$ cat config.mk
export PLATFORM = sky130hd
export DESIGN_NAME = score_argmax_stream
export DESIGN_NICKNAME = d
export VERILOG_FILES = /design/src/rtl/score_pkg.sv /design/src/rtl/fp_gt_cmp.sv /design/src/rtl/score_argmax_stream.sv
export SDC_FILE = /design/constraint.sdc
export NUM_CORES = 1
export LEC_CHECK = 0
export ABC_AREA = 1
export BUFFER_PORTS_ARGS = -buffer_cell sky130_fd_sc_hd__buf_2
export CAP_MARGIN = 20
export CORE_MARGIN = 2
export CORE_UTILIZATION = 57
export DETAILED_ROUTE_END_ITERATION = 12
export PLACE_DENSITY = 0.81
export SYNTH_ARGS = -nofsm -noshare
export SYNTH_HDL_FRONTEND = slang
export SYNTH_SLANG_ARGS = --single-unit
$ cat constraint.sdc
create_clock -name clk -period 2.9 [get_ports clk]
set_input_delay 0.58 -clock clk [delete_from_list [all_inputs] [get_ports clk]]
set_output_delay 0.58 -clock clk [all_outputs]
set_load 0.005 [all_outputs]
$ cat src/rtl/score_pkg.sv
// Shared types and helpers for the streaming score argmax block.
// Field helpers take a raw score zero-extended to MAX_SW bits plus the
// exponent/mantissa widths, so any parameterisation can use them.
package score_pkg;

    localparam int unsigned MAX_SW = 64;

    typedef logic [MAX_SW-1:0] raw_t;

    typedef enum logic [1:0] {
        ST_IDLE  = 2'd0,
        ST_ACCUM = 2'd1,
        ST_HOLD  = 2'd2
    } state_t;

    // Total score width: sign + exponent + mantissa.
    function automatic int unsigned score_width(input int unsigned exp_w, input int unsigned man_w);
        return 1 + exp_w + man_w;
    endfunction

    // Low-order mask of w ones.
    function automatic raw_t field_mask(input int unsigned w);
        return (raw_t'(1) << w) - raw_t'(1);
    endfunction

    function automatic logic get_sign(input raw_t x, input int unsigned exp_w, input int unsigned man_w);
        raw_t t;
        t = x >> (exp_w + man_w);
        return t[0];
    endfunction

    function automatic raw_t get_exp(input raw_t x, input int unsigned exp_w, input int unsigned man_w);
        return (x >> man_w) & field_mask(exp_w);
    endfunction

    function automatic raw_t get_man(input raw_t x, input int unsigned man_w);
        return x & field_mask(man_w);
    endfunction

    // Exponent and mantissa together: the unsigned magnitude key.
    function automatic raw_t get_mag(input raw_t x, input int unsigned exp_w, input int unsigned man_w);
        return x & field_mask(exp_w + man_w);
    endfunction

    function automatic logic is_nan(input raw_t x, input int unsigned exp_w, input int unsigned man_w);
        return (get_exp(x, exp_w, man_w) == field_mask(exp_w)) && (get_man(x, man_w) != '0);
    endfunction

    function automatic logic is_zero(input raw_t x, input int unsigned exp_w, input int unsigned man_w);
        return get_mag(x, exp_w, man_w) == '0;
    endfunction

endpackage

$ cat src/rtl/fp_gt_cmp.sv
// Combinational floating-point strict greater-than.
// Sign-magnitude order; +0 == -0; any NaN operand yields false; infinities
// and subnormals compare exactly by their bit patterns.
// Ports: i_a, i_b  scores (SW bits); o_a_gt_b_c  1 when i_a > i_b.
module fp_gt_cmp
    import score_pkg::*;
#(
    parameter  int unsigned EXP_W = 5,
    parameter  int unsigned MAN_W = 10,
    localparam int unsigned SW    = score_width(EXP_W, MAN_W)
) (
    input  logic [SW-1:0] i_a,
    input  logic [SW-1:0] i_b,
    output logic          o_a_gt_b_c
);

    raw_t w_a;
    raw_t w_b;
    raw_t w_mag_a;
    raw_t w_mag_b;
    logic w_sign_a;
    logic w_sign_b;
    logic w_any_nan;
    logic w_both_zero;

    assign w_a         = raw_t'(i_a);
    assign w_b         = raw_t'(i_b);
    assign w_mag_a     = get_mag(w_a, EXP_W, MAN_W);
    assign w_mag_b     = get_mag(w_b, EXP_W, MAN_W);
    assign w_sign_a    = get_sign(w_a, EXP_W, MAN_W);
    assign w_sign_b    = get_sign(w_b, EXP_W, MAN_W);
    assign w_any_nan   = is_nan(w_a, EXP_W, MAN_W) || is_nan(w_b, EXP_W, MAN_W);
    assign w_both_zero = is_zero(w_a, EXP_W, MAN_W) && is_zero(w_b, EXP_W, MAN_W);

    // Negative operands order by reversed magnitude.
    always_comb begin
        o_a_gt_b_c = 1'b0;
        if (!w_any_nan && !w_both_zero) begin
            case ({w_sign_a, w_sign_b})
                2'b01:   o_a_gt_b_c = 1'b1;
                2'b00:   o_a_gt_b_c = (w_mag_a > w_mag_b);
                2'b11:   o_a_gt_b_c = (w_mag_a < w_mag_b);
                default: o_a_gt_b_c = 1'b0;
            endcase
        end
    end

endmodule

$ cat src/rtl/score_argmax_stream.sv
// Streaming argmax over one frame of floating-point scores.
// Tracks the earliest strictly-largest beat above a per-frame threshold,
// counts qualifying beats (saturating) and flags index overflow; the result
// is held until the consumer takes it.
// Ports: clk/rst (sync, active high); thresh; in_valid/in_ready/in_score/
// in_last beat stream; out_valid/out_ready result handshake; out_found,
// out_score, out_idx, out_count, out_ovf frame result.
module score_argmax_stream
    import score_pkg::*;
#(
    parameter  int unsigned EXP_W = 5,
    parameter  int unsigned MAN_W = 10,
    parameter  int unsigned IDX_W = 12,
    localparam int unsigned SW    = score_width(EXP_W, MAN_W)
) (
    input  logic             clk,
    input  logic             rst,
    input  logic [SW-1:0]    thresh,
    input  logic             in_valid,
    output logic             in_ready,
    input  logic [SW-1:0]    in_score,
    input  logic             in_last,
    output logic             out_valid,
    input  logic             out_ready,
    output logic             out_found,
    output logic [SW-1:0]    out_score,
    output logic [IDX_W-1:0] out_idx,
    output logic [IDX_W-1:0] out_count,
    output logic             out_ovf
);

    localparam logic [IDX_W-1:0] IDX_MAX = '1;

    state_t           r_state;
    state_t           w_state_nxt;
    logic             r_in_ready;
    logic             r_out_valid;
    logic [SW-1:0]    r_thresh;
    logic [SW-1:0]    r_best;
    logic [IDX_W-1:0] r_best_idx;
    logic [IDX_W-1:0] r_idx;
    logic [IDX_W-1:0] r_count;
    logic             r_found;
    logic             r_ovf;

    logic             w_accept;
    logic             w_first;
    logic [SW-1:0]    w_thresh_eff;
    logic [IDX_W-1:0] w_idx_cur;
    logic [IDX_W-1:0] w_count_base;
    logic             w_found_base;
    logic             w_ovf_base;
    logic             w_wrap;
    logic             w_qual;
    logic             w_better;
    logic             w_load;

    // Next-state decode; in_ready is only ever a function of state.
    always_comb begin
        w_state_nxt = r_state;
        w_accept    = in_valid && r_in_ready;
        case (r_state)
            ST_IDLE:  if (w_accept) w_state_nxt = in_last ? ST_HOLD : ST_ACCUM;
            ST_ACCUM: if (w_accept && in_last) w_state_nxt = ST_HOLD;
            ST_HOLD:  if (out_ready) w_state_nxt = ST_IDLE;
            default:  w_state_nxt = ST_IDLE;
        endcase
    end

    // State register with handshake flags precomputed from next state.
    always_ff @(posedge clk) begin
        if (rst) begin
            r_state     <= ST_IDLE;
            r_in_ready  <= 1'b1;
            r_out_valid <= 1'b0;
        end else begin
            r_state     <= w_state_nxt;
            r_in_ready  <= (w_state_nxt != ST_HOLD);
            r_out_valid <= (w_state_nxt == ST_HOLD);
        end
    end

    // The first beat of a frame uses the live threshold and fresh accumulators.
    always_comb begin
        w_first      = (r_state == ST_IDLE);
        w_thresh_eff = w_first ? thresh : r_thresh;
        w_idx_cur    = w_first ? '0 : r_idx + IDX_W'(1);
        w_wrap       = !w_first && (r_idx == IDX_MAX);
        w_found_base = !w_first && r_found;
        w_ovf_base   = !w_first && r_ovf;
        w_count_base = w_first ? '0 : r_count;
        w_load       = w_qual && (!w_found_base || w_better);
    end

    fp_gt_cmp #(.EXP_W(EXP_W), .MAN_W(MAN_W)) u_thr_cmp (
        .i_a        (in_score),
        .i_b        (w_thresh_eff),
        .o_a_gt_b_c (w_qual)
    );

    fp_gt_cmp #(.EXP_W(EXP_W), .MAN_W(MAN_W)) u_best_cmp (
        .i_a        (in_score),
        .i_b        (r_best),
        .o_a_gt_b_c (w_better)
    );

    // Per-beat accumulation; a new frame clears best so unfound reads as zero.
    always_ff @(posedge clk) begin
        if (rst) begin
            r_thresh   <= '0;
            r_best     <= '0;
            r_best_idx <= '0;
            r_idx      <= '0;
            r_count    <= '0;
            r_found    <= 1'b0;
            r_ovf      <= 1'b0;
        end else if (w_accept) begin
            r_thresh <= w_thresh_eff;
            r_idx    <= w_idx_cur;
            r_ovf    <= w_ovf_base || w_wrap;
            r_found  <= w_found_base || w_qual;
            r_count  <= (w_qual && (w_count_base != IDX_MAX)) ? w_count_base + IDX_W'(1)
                                                              : w_count_base;
            if (w_load) begin
                r_best     <= in_score;
                r_best_idx <= w_idx_cur;
            end else if (w_first) begin
                r_best     <= '0;
                r_best_idx <= '0;
            end
        end
    end

    assign in_ready  = r_in_ready;
    assign out_valid = r_out_valid;
    assign out_found = r_found;
    assign out_score = r_best;
    assign out_idx   = r_best_idx;
    assign out_count = r_count;
    assign out_ovf   = r_ovf;

endmodule

==> flow_summary.json, run 1 <==
{
  "syn-cell-area_um2": 4740,
  "synth_cell_types": 41,
  "mostFrequentLayoutCells": "nand2_1 (148), inv_1 (85), buf_2 (80), dfxtp_1 (72), nand3_1 (70)",
  "die_h_um": 95.2,
  "vias_per_cell": 5.57,
  "timing_hold_violations_final": 0,
  "vias": 4983,
  "ir_worst_vdd_uv": 318,
  "coreArea_um2": 8130,
  "slew_headroom_pct": 58.6,
  "dpl-instance-area_um2": 5210,
  "synth_compound_area_share_pct": 13.6,
  "regArea_um2": 1490,
  "multi_input_area_um2": 2800,
  "nFillCells": 681,
  "worstPathBufferInverterCount": 3,
  "start_util_pct": 58.3,
  "async_flop_share_pct": 0,
  "setup_violations": 0,
  "hold_class": "input port to flip-flop",
  "finClkSkew_ns": 0.00878,
  "worst_slack_ns": 0.143,
  "nNetsFinal": 852,
  "status": "complete, no violations",
  "wl_per_cell_um": 14.3,
  "ys_seq_area_share_pct": 31.2,
  "fin_crit_sh_pct": 95.1,
  "crit_arrival_ns": 3.05,
  "cp-end-kind": "flip-flop",
  "fin_setup_tns_ns": 0,
  "worstMarginPinSlew_ns": 0.615,
  "slowest_stage": "dfxtp_4",
  "hold_buffers": 0,
  "root_buffer": "clkbuf_8",
  "cts_htree_levels": 3,
  "ys.flop_type": "dfxtp_1",
  "drv_slew": 0,
  "synth-adder-area-share_pct": 8.18,
  "drv_cap": 0,
  "overflow": 0,
  "synth-seq-cells": 74,
  "synthMuxAreaShare_pct": 0,
  "synth-edff-count": 0,
  "grt_usage_pct": 29.0,
  "clk_pin_slew_worst_paths_ns": 0.08,
  "antenna_cells": 0,
  "cts_tree": "done",
  "layout_commonest_cell": "nand2_1",
  "synth_top_family_by_area": "simple AND/OR/NAND/NOR gates",
  "drc": 0,
  "cts_num_sinks": 74,
  "required_ns": 3.20,
  "syn_to_final_growth_pct": 17.8,
  "die_area_um2": 9060,
  "synth_xor_area_share_pct": 1.11,
  "grt_pass1_vias": 4680,
  "p_leak_nw": 2.45,
  "p_total_mw": 2.68,
  "dr.pass1.iters": 6,
  "synth_nets": 764,
  "ios": 81,
  "cpLargestDelayFamily": "simple AND/OR/NAND/NOR gates",
  "cts_buffer_depth": 2,
  "antenna_found_initial": 0,
  "fin_util_pct": 68.7,
  "routed_wl_mm": 12.8,
  "worstPathCellList": "nor2_4, buf_4, nand2_1, o21ai_0, ha_1, nand3_1, inv_1, a21oi_2, a21oi_1, nor2_2, nand2_2, nor2_4, buf_12, nand3_1, a21oi_2",
  "dp_hpwl_mm": 8.94,
  "fmax_mhz": 363,
  "synth_warnings": 0,
  "routabilityCongestion": 0.957,
  "critPathMaxFanout": 17,
  "fin_crit_ns": 2.76,
  "syn_inst": 696,
  "dieWidth_um": 95.2,
  "drive_above_1_share_pct": 21.5,
  "synth_simple_gate_area_share_pct": 34.9,
  "drt_iter0_markers": 282,
  "dp_slack_ns": -0.0191,
  "start_kind": "flip-flop",
  "clk_latency_ns": 0.37,
  "power_density_nw_per_um2": 479,
  "cts_buffers": 9,
  "ant_nets": 0,
  "final_area_um2": 5590,
  "std_cell_rows": 33,
  "grt_max_degree": 49,
  "port_buffers": 80,
  "synth.avg_cell_area_um2": 6.81,
  "max_stage_delay_ns": 0.38,
  "grt_pass1_wl_mm": 20.7,
  "worstSetupPathType": "flip-flop to flip-flop"
}
layout make-up:
class,instances,area share (%)
clock buffers,9,2.22
clock inverters,7,1.41
inverters,89,6.05
multi-input cells,505,50.2
flip-flops and latches,74,26.6
well taps,105,2.35
repair buffers,105,11.2
logic make-up (layout without fill, tap and decap cells):
family	after synthesis	in the layout
buf+inv	118	210
compound gates	117	117
xor+xnor	6	6
fa+ha+maj	31	31
flops	74	74
simple gates	350	351
worst paths after layout:
kind | startpoint | to | slack, ns | cells after the start
worst min register to register | out_idx[10]$_SDFFE_PP0P_ | out_idx[10]$_SDFFE_PP0P_ | 0.47 | 2
worst max register to register | r_state[0]$_SDFF_PP0_ | out_score[4]$_SDFFE_PP0P_ | 0.14 | 15
worst min-delay path | thresh[15] | r_thresh[15]$_SDFFE_PP0P_ | 0.46 | 3
worst max-delay path | r_state[0]$_SDFF_PP0_ | out_score[4]$_SDFFE_PP0P_ | 0.14 | 15
sequential cells by signal, indices dropped and copies added (netlist names):
register and count:
out_score 16, r_thresh 16, out_count 12, out_idx 12
r_idx 12, r_state 2, in_ready 1, out_found 1
out_ovf 1, out_valid 1
tightest hold or removal path, delay by kind of cell:
family / cells / cell delay (ns)
compound gates: 1 / 0.07
buf+inv: 1 / 0.09
simple gates: 1 / 0.06
power breakdown:
group / total [mW] / internal (mW) / leakage [nW] / switching [mW]
Clock: 0.839 / 0.403 / 0.0921 / 0.437
Combinational: 0.737 / 0.274 / 1.76 / 0.462
Sequential: 1.10 / 1.06 / 0.603 / 0.0397
Yosys cell counts, types with 2 or more instances:
cell type,count,share of area [%]
o21ai_0,31,3.3
o22ai_1,3,0.40
ha_1,31,8.2
clkbuf_1,12,0.95
nand3_2,13,2.7
nor2_2,2,0.26
nand2_1,150,12
a21oi_2,7,1.3
nor3_1,10,1.1
o31ai_1,3,0.47
inv_1,87,6.9
nand3_1,70,7.4
o21ai_1,3,0.32
inv_2,2,0.16
clkbuf_4,2,0.32
dfxtp_1,74,31
nand2_2,4,0.53
a21oi_1,63,6.6
buf_6,8,1.9
nor4_1,3,0.40
o21ai_2,2,0.37
nor2_1,62,4.9
buf_2,5,0.53
nand3b_1,7,1.1
nand4_1,21,2.8
nor2_4,2,0.47
xor2_1,5,0.92
through the flow:
step | hold WS, ns | instances
3_5_place_dp | 0.466 | 868
4_1_cts | 0.444 | 886
3_3_place_gp | 0.460 | 868
6_report | 0.463 | 894
5_1_grt | 0.468 | 894
2_1_floorplan | 0.444 | 696
routing by layer:
metal  routed length (um)  vias to the layer above  share of wire [%]  GRT usage (%)
li1                     -                     2485                  -              -
met1                 5450                     2285                 43           36.2
met2                 6300                      186                 49           49.3
met3                  770                       27                6.0           4.66
met4                  296                        0                2.3           12.3
met5                    0                        -                  0              0
what timing repair did:
item                                    CTS  global route
gates cloned                              1             0
buffers inserted                          1             8
pin swaps                                 2             7
endpoints found under the setup margin   12            41
resized for setup                         1            22
(Power assumes the default switching activity.)
==> inputs of run 2 (changes only) <==
RECOVER_POWER = 25   (was unset)
SYNTH_HIERARCHICAL = 1   (was unset)
==> run 2 against run 1 <==
  * The flow now finishes with violations (negative setup slack)
  * Utilization rose by 3.6 points
  * Wire length grew 5.6%
  * Combinational power up 14%
  * Clock power grew 20%
  * Area after synthesis up 1.5%
  * Setup slack worse by 0.22 ns
  * Via count increased by 3.8%
  * Sequential power about the same
  * Synthesized cell count rose by 4.5%
  * Sequential share of layout area decreased by 1.6 points
  * Critical path depth is 6 higher
  * Largest power group unchanged
  * Highest routed layer unchanged
==> flow_summary.json, run 2 <==
{
  "p_leak_nw": 2.59,
  "grt_usage_pct": 28.0,
  "dieWidth_um": 95.9,
  "async_flop_share_pct": 0,
  "grt_pass1_wl_mm": 20.4,
  "p_total_mw": 2.95,
  "die_area_um2": 9200,
  "dp_hpwl_mm": 9.06,
  "ys_seq_area_share_pct": 30.8,
  "synth_compound_area_share_pct": 12.5,
  "synth_cell_types": 36,
  "r2r_start": "r_state[0]$_SDFF_PP0_",
  "syn_to_final_growth_pct": 23.4,
  "required_ns": 3.15,
  "comb_power_share_pct": 28.5,
  "synth-adder-area-share_pct": 8.32,
  "fin_crit_sh_pct": 103,
  "synth_most_common_cell": "nand2_1",
  "drive_above_1_share_pct": 25.6,
  "port_buffers": 80,
  "synth.avg_cell_area_um2": 6.62,
  "ir_worst_vdd_uv": 400,
  "crit_arrival_ns": 3.23,
  "hold_buffers": 0,
  "critPathMaxFanout": 8,
  "drv_slew": 0,
  "cts_num_sinks": 74,
  "synth_top_area_share_pct": 30.8,
  "synth_simple_gate_area_share_pct": 35.4,
  "switchingPower_mw": 0.984,
  "hold_class": "input port to flip-flop",
  "min_to": "r_thresh[3]$_SDFFE_PP0N_",
  "grt_max_degree": 50,
  "cp-end-kind": "flip-flop",
  "start_util_pct": 58.6,
  "power_density_nw_per_um2": 497,
  "synth-seq-cells": 74,
  "fin_hold_ws_ns": 0.464,
  "power_frac_clock_pct": 34.3,
  "swShare_pct": 33.3,
  "rsz0062_at_grt": "true",
  "wl_per_cell_um": 14.6,
  "dr.pass1.iters": 5,
  "grt_pass1_vias": 4520,
  "antenna_found_initial": 0,
  "ios": 81,
  "cts_buffer_depth": 2,
  "vias": 5170,
  "ff2ff_path_depth": 21,
  "synth_xor_area_share_pct": 0.728,
  "slew_headroom_pct": 60.2,
  "fin_cells": 928,
  "synth_nets": 796,
  "violations": "negative setup slack",
  "dp_slack_ns": -0.0235,
  "synth_top_family_by_area": "simple AND/OR/NAND/NOR gates",
  "overflow": 0,
  "place_inst": 901,
  "status": "finished with violations",
  "cts_buffers": 9,
  "antenna_cells": 0,
  "syn-cell-area_um2": 4810,
  "setup_violations": 21,
  "finClkSkew_ns": 0.00978,
  "coreArea_um2": 8220,
  "pwr-share-seq_pct": 37.1,
  "fmax_mhz": 336,
  "rrSetupSlack_ns": -0.08,
  "worstMarginPinSlew_ns": 0.593,
  "vias_per_cell": 5.57,
  "min-delay-start": "thresh[3]",
  "root_buffer": "clkbuf_8",
  "cts_htree_levels": 3,
  "cts_tree": "done",
  "std_cell_rows": 33,
  "routabilityCongestion": 0.911,
  "drv_cap": 0,
  "start_kind": "flip-flop",
  "layout_commonest_cell": "nand2_1",
  "synth-edff-count": 0,
  "synth_common_cells": "nand2_1 (173), inv_1 (102), dfxtp_1 (74)",
  "ant_nets": 0,
  "regToRegEndpoint": "out_count[7]$_SDFFE_PP0N_",
  "synth_warnings": 6,
  "hold_depth": 3,
  "yosys.area.top_type": "dfxtp_1",
  "worstSetupPathType": "flip-flop to flip-flop",
  "ys_top_cells_by_area": "dfxtp_1 (31%), nand2_1 (13%), ha_1 (8.3%)",
  "timing_hold_violations_final": 0,
  "power.internal_mw": 1.97,
  "ys.flop_type": "dfxtp_1",
  "mostFrequentLayoutCells": "nand2_1 (161), inv_1 (94), dfxtp_1 (72), buf_2 (69), nand3_1 (68)",
  "syn_inst": 727,
  "die_h_um": 95.9,
  "synthMuxAreaShare_pct": 0,
  "drt_iter0_markers": 344,
  "clk_pin_slew_worst_paths_ns": 0.08,
  "worst_slack_ns": -0.0751,
  "fin_crit_ns": 2.98,
  "clk_latency_ns": 0.36,
  "routed_wl_mm": 13.5,
  "nNetsFinal": 887,
  "drc": 0
}
-- run 2: metrics by stage --
stage	setup TNS, ns	instance area, um^2	util, %
2_1_floorplan	0	4820	-
3_3_place_gp	0	5340	65.0
3_5_place_dp	-0.113	5340	65.0
4_1_cts	0	5590	68.0
6_report	-0.420	5940	72.3
5_1_grt	-7.10	5940	72.3
-- run 2: worst max path at each step --
stage	startpoint	slack (ns)	to
floorplan	r_state[1]$_SDFF_PP0_	0.009	out_idx[1]$_SDFFE_PP0P_
global placement	thresh[2]	0.04	out_idx[1]$_SDFFE_PP0P_
detailed placement	r_state[1]$_SDFF_PP0_	-0.02	out_idx[1]$_SDFFE_PP0P_
CTS	r_state[1]$_SDFF_PP0_	0.02	out_count[8]$_SDFFE_PP0N_
global route	r_state[0]$_SDFF_PP0_	-0.26	out_count[7]$_SDFFE_PP0N_
finish	r_state[0]$_SDFF_PP0_	-0.08	out_count[7]$_SDFFE_PP0N_
-- run 2: kinds of logic (layout without fill, tap and decap cells) --
kind of cell    count (synthesis)  count (layout)
buf+inv                       140             236
xor+xnor                        4               4
simple gates                  369             369
flops                          74              74
compound gates                108             108
fa+ha+maj                      32              32
-- run 2: repair_timing --
item	4_1_cts	5_1_grt
setup endpoints to repair	32	41
gates resized for setup	4	70
endpoints found under the hold margin	0	0
setup buffers	0	8
gates cloned	0	3
pin swaps	1	11
-- run 2: worst max-delay path, stage by stage, from the launching register on --
cell	delay, ns
dfxtp_4	0.36
nor2_4	0.25
clkbuf_16	0.22
nand2_1	0.05
o21ai_1	0.17
inv_1	0.08
ha_1	0.21
nand2_2	0.07
nand2_1	0.06
nand2_2	0.07
nand2_2	0.07
a21oi_4	0.15
nand2_2	0.09
nand2_2	0.06
nand2_2	0.06
nor2_4	0.12
buf_6	0.14
nand3_4	0.09
nor3_4	0.26
nand2_1	0.08
o21ai_1	0.14
nor2_1	0.07
-- run 2: area by class of cell --
type | instances | area, um^2
clock inverter | 7 | 124
clock buffer | 9 | 124
tap | 105 | 131
timing repair buffer | 106 | 662
inverter | 114 | 428
multi-input combinational | 513 | 2980
sequential | 74 | 1490
fill | 686 | 2280
-- run 2: per-layer routing --
layer  share of wire (%)  GRT usage, %
met5                   0             0
met4                 1.8          12.6
met3                 6.4          4.07
met2                  50          47.9
met1                  41          34.9
-- run 2: power by group through the flow --
stage,sequential [mW],combinational [mW],clock (mW)
2_1_floorplan,1.11,0.477,0
3_3_place_gp,1.12,0.662,0
3_5_place_dp,1.12,0.677,0
4_1_cts,1.10,0.686,1.02
5_1_grt,1.10,0.927,1.07
6_report,1.10,0.843,1.01
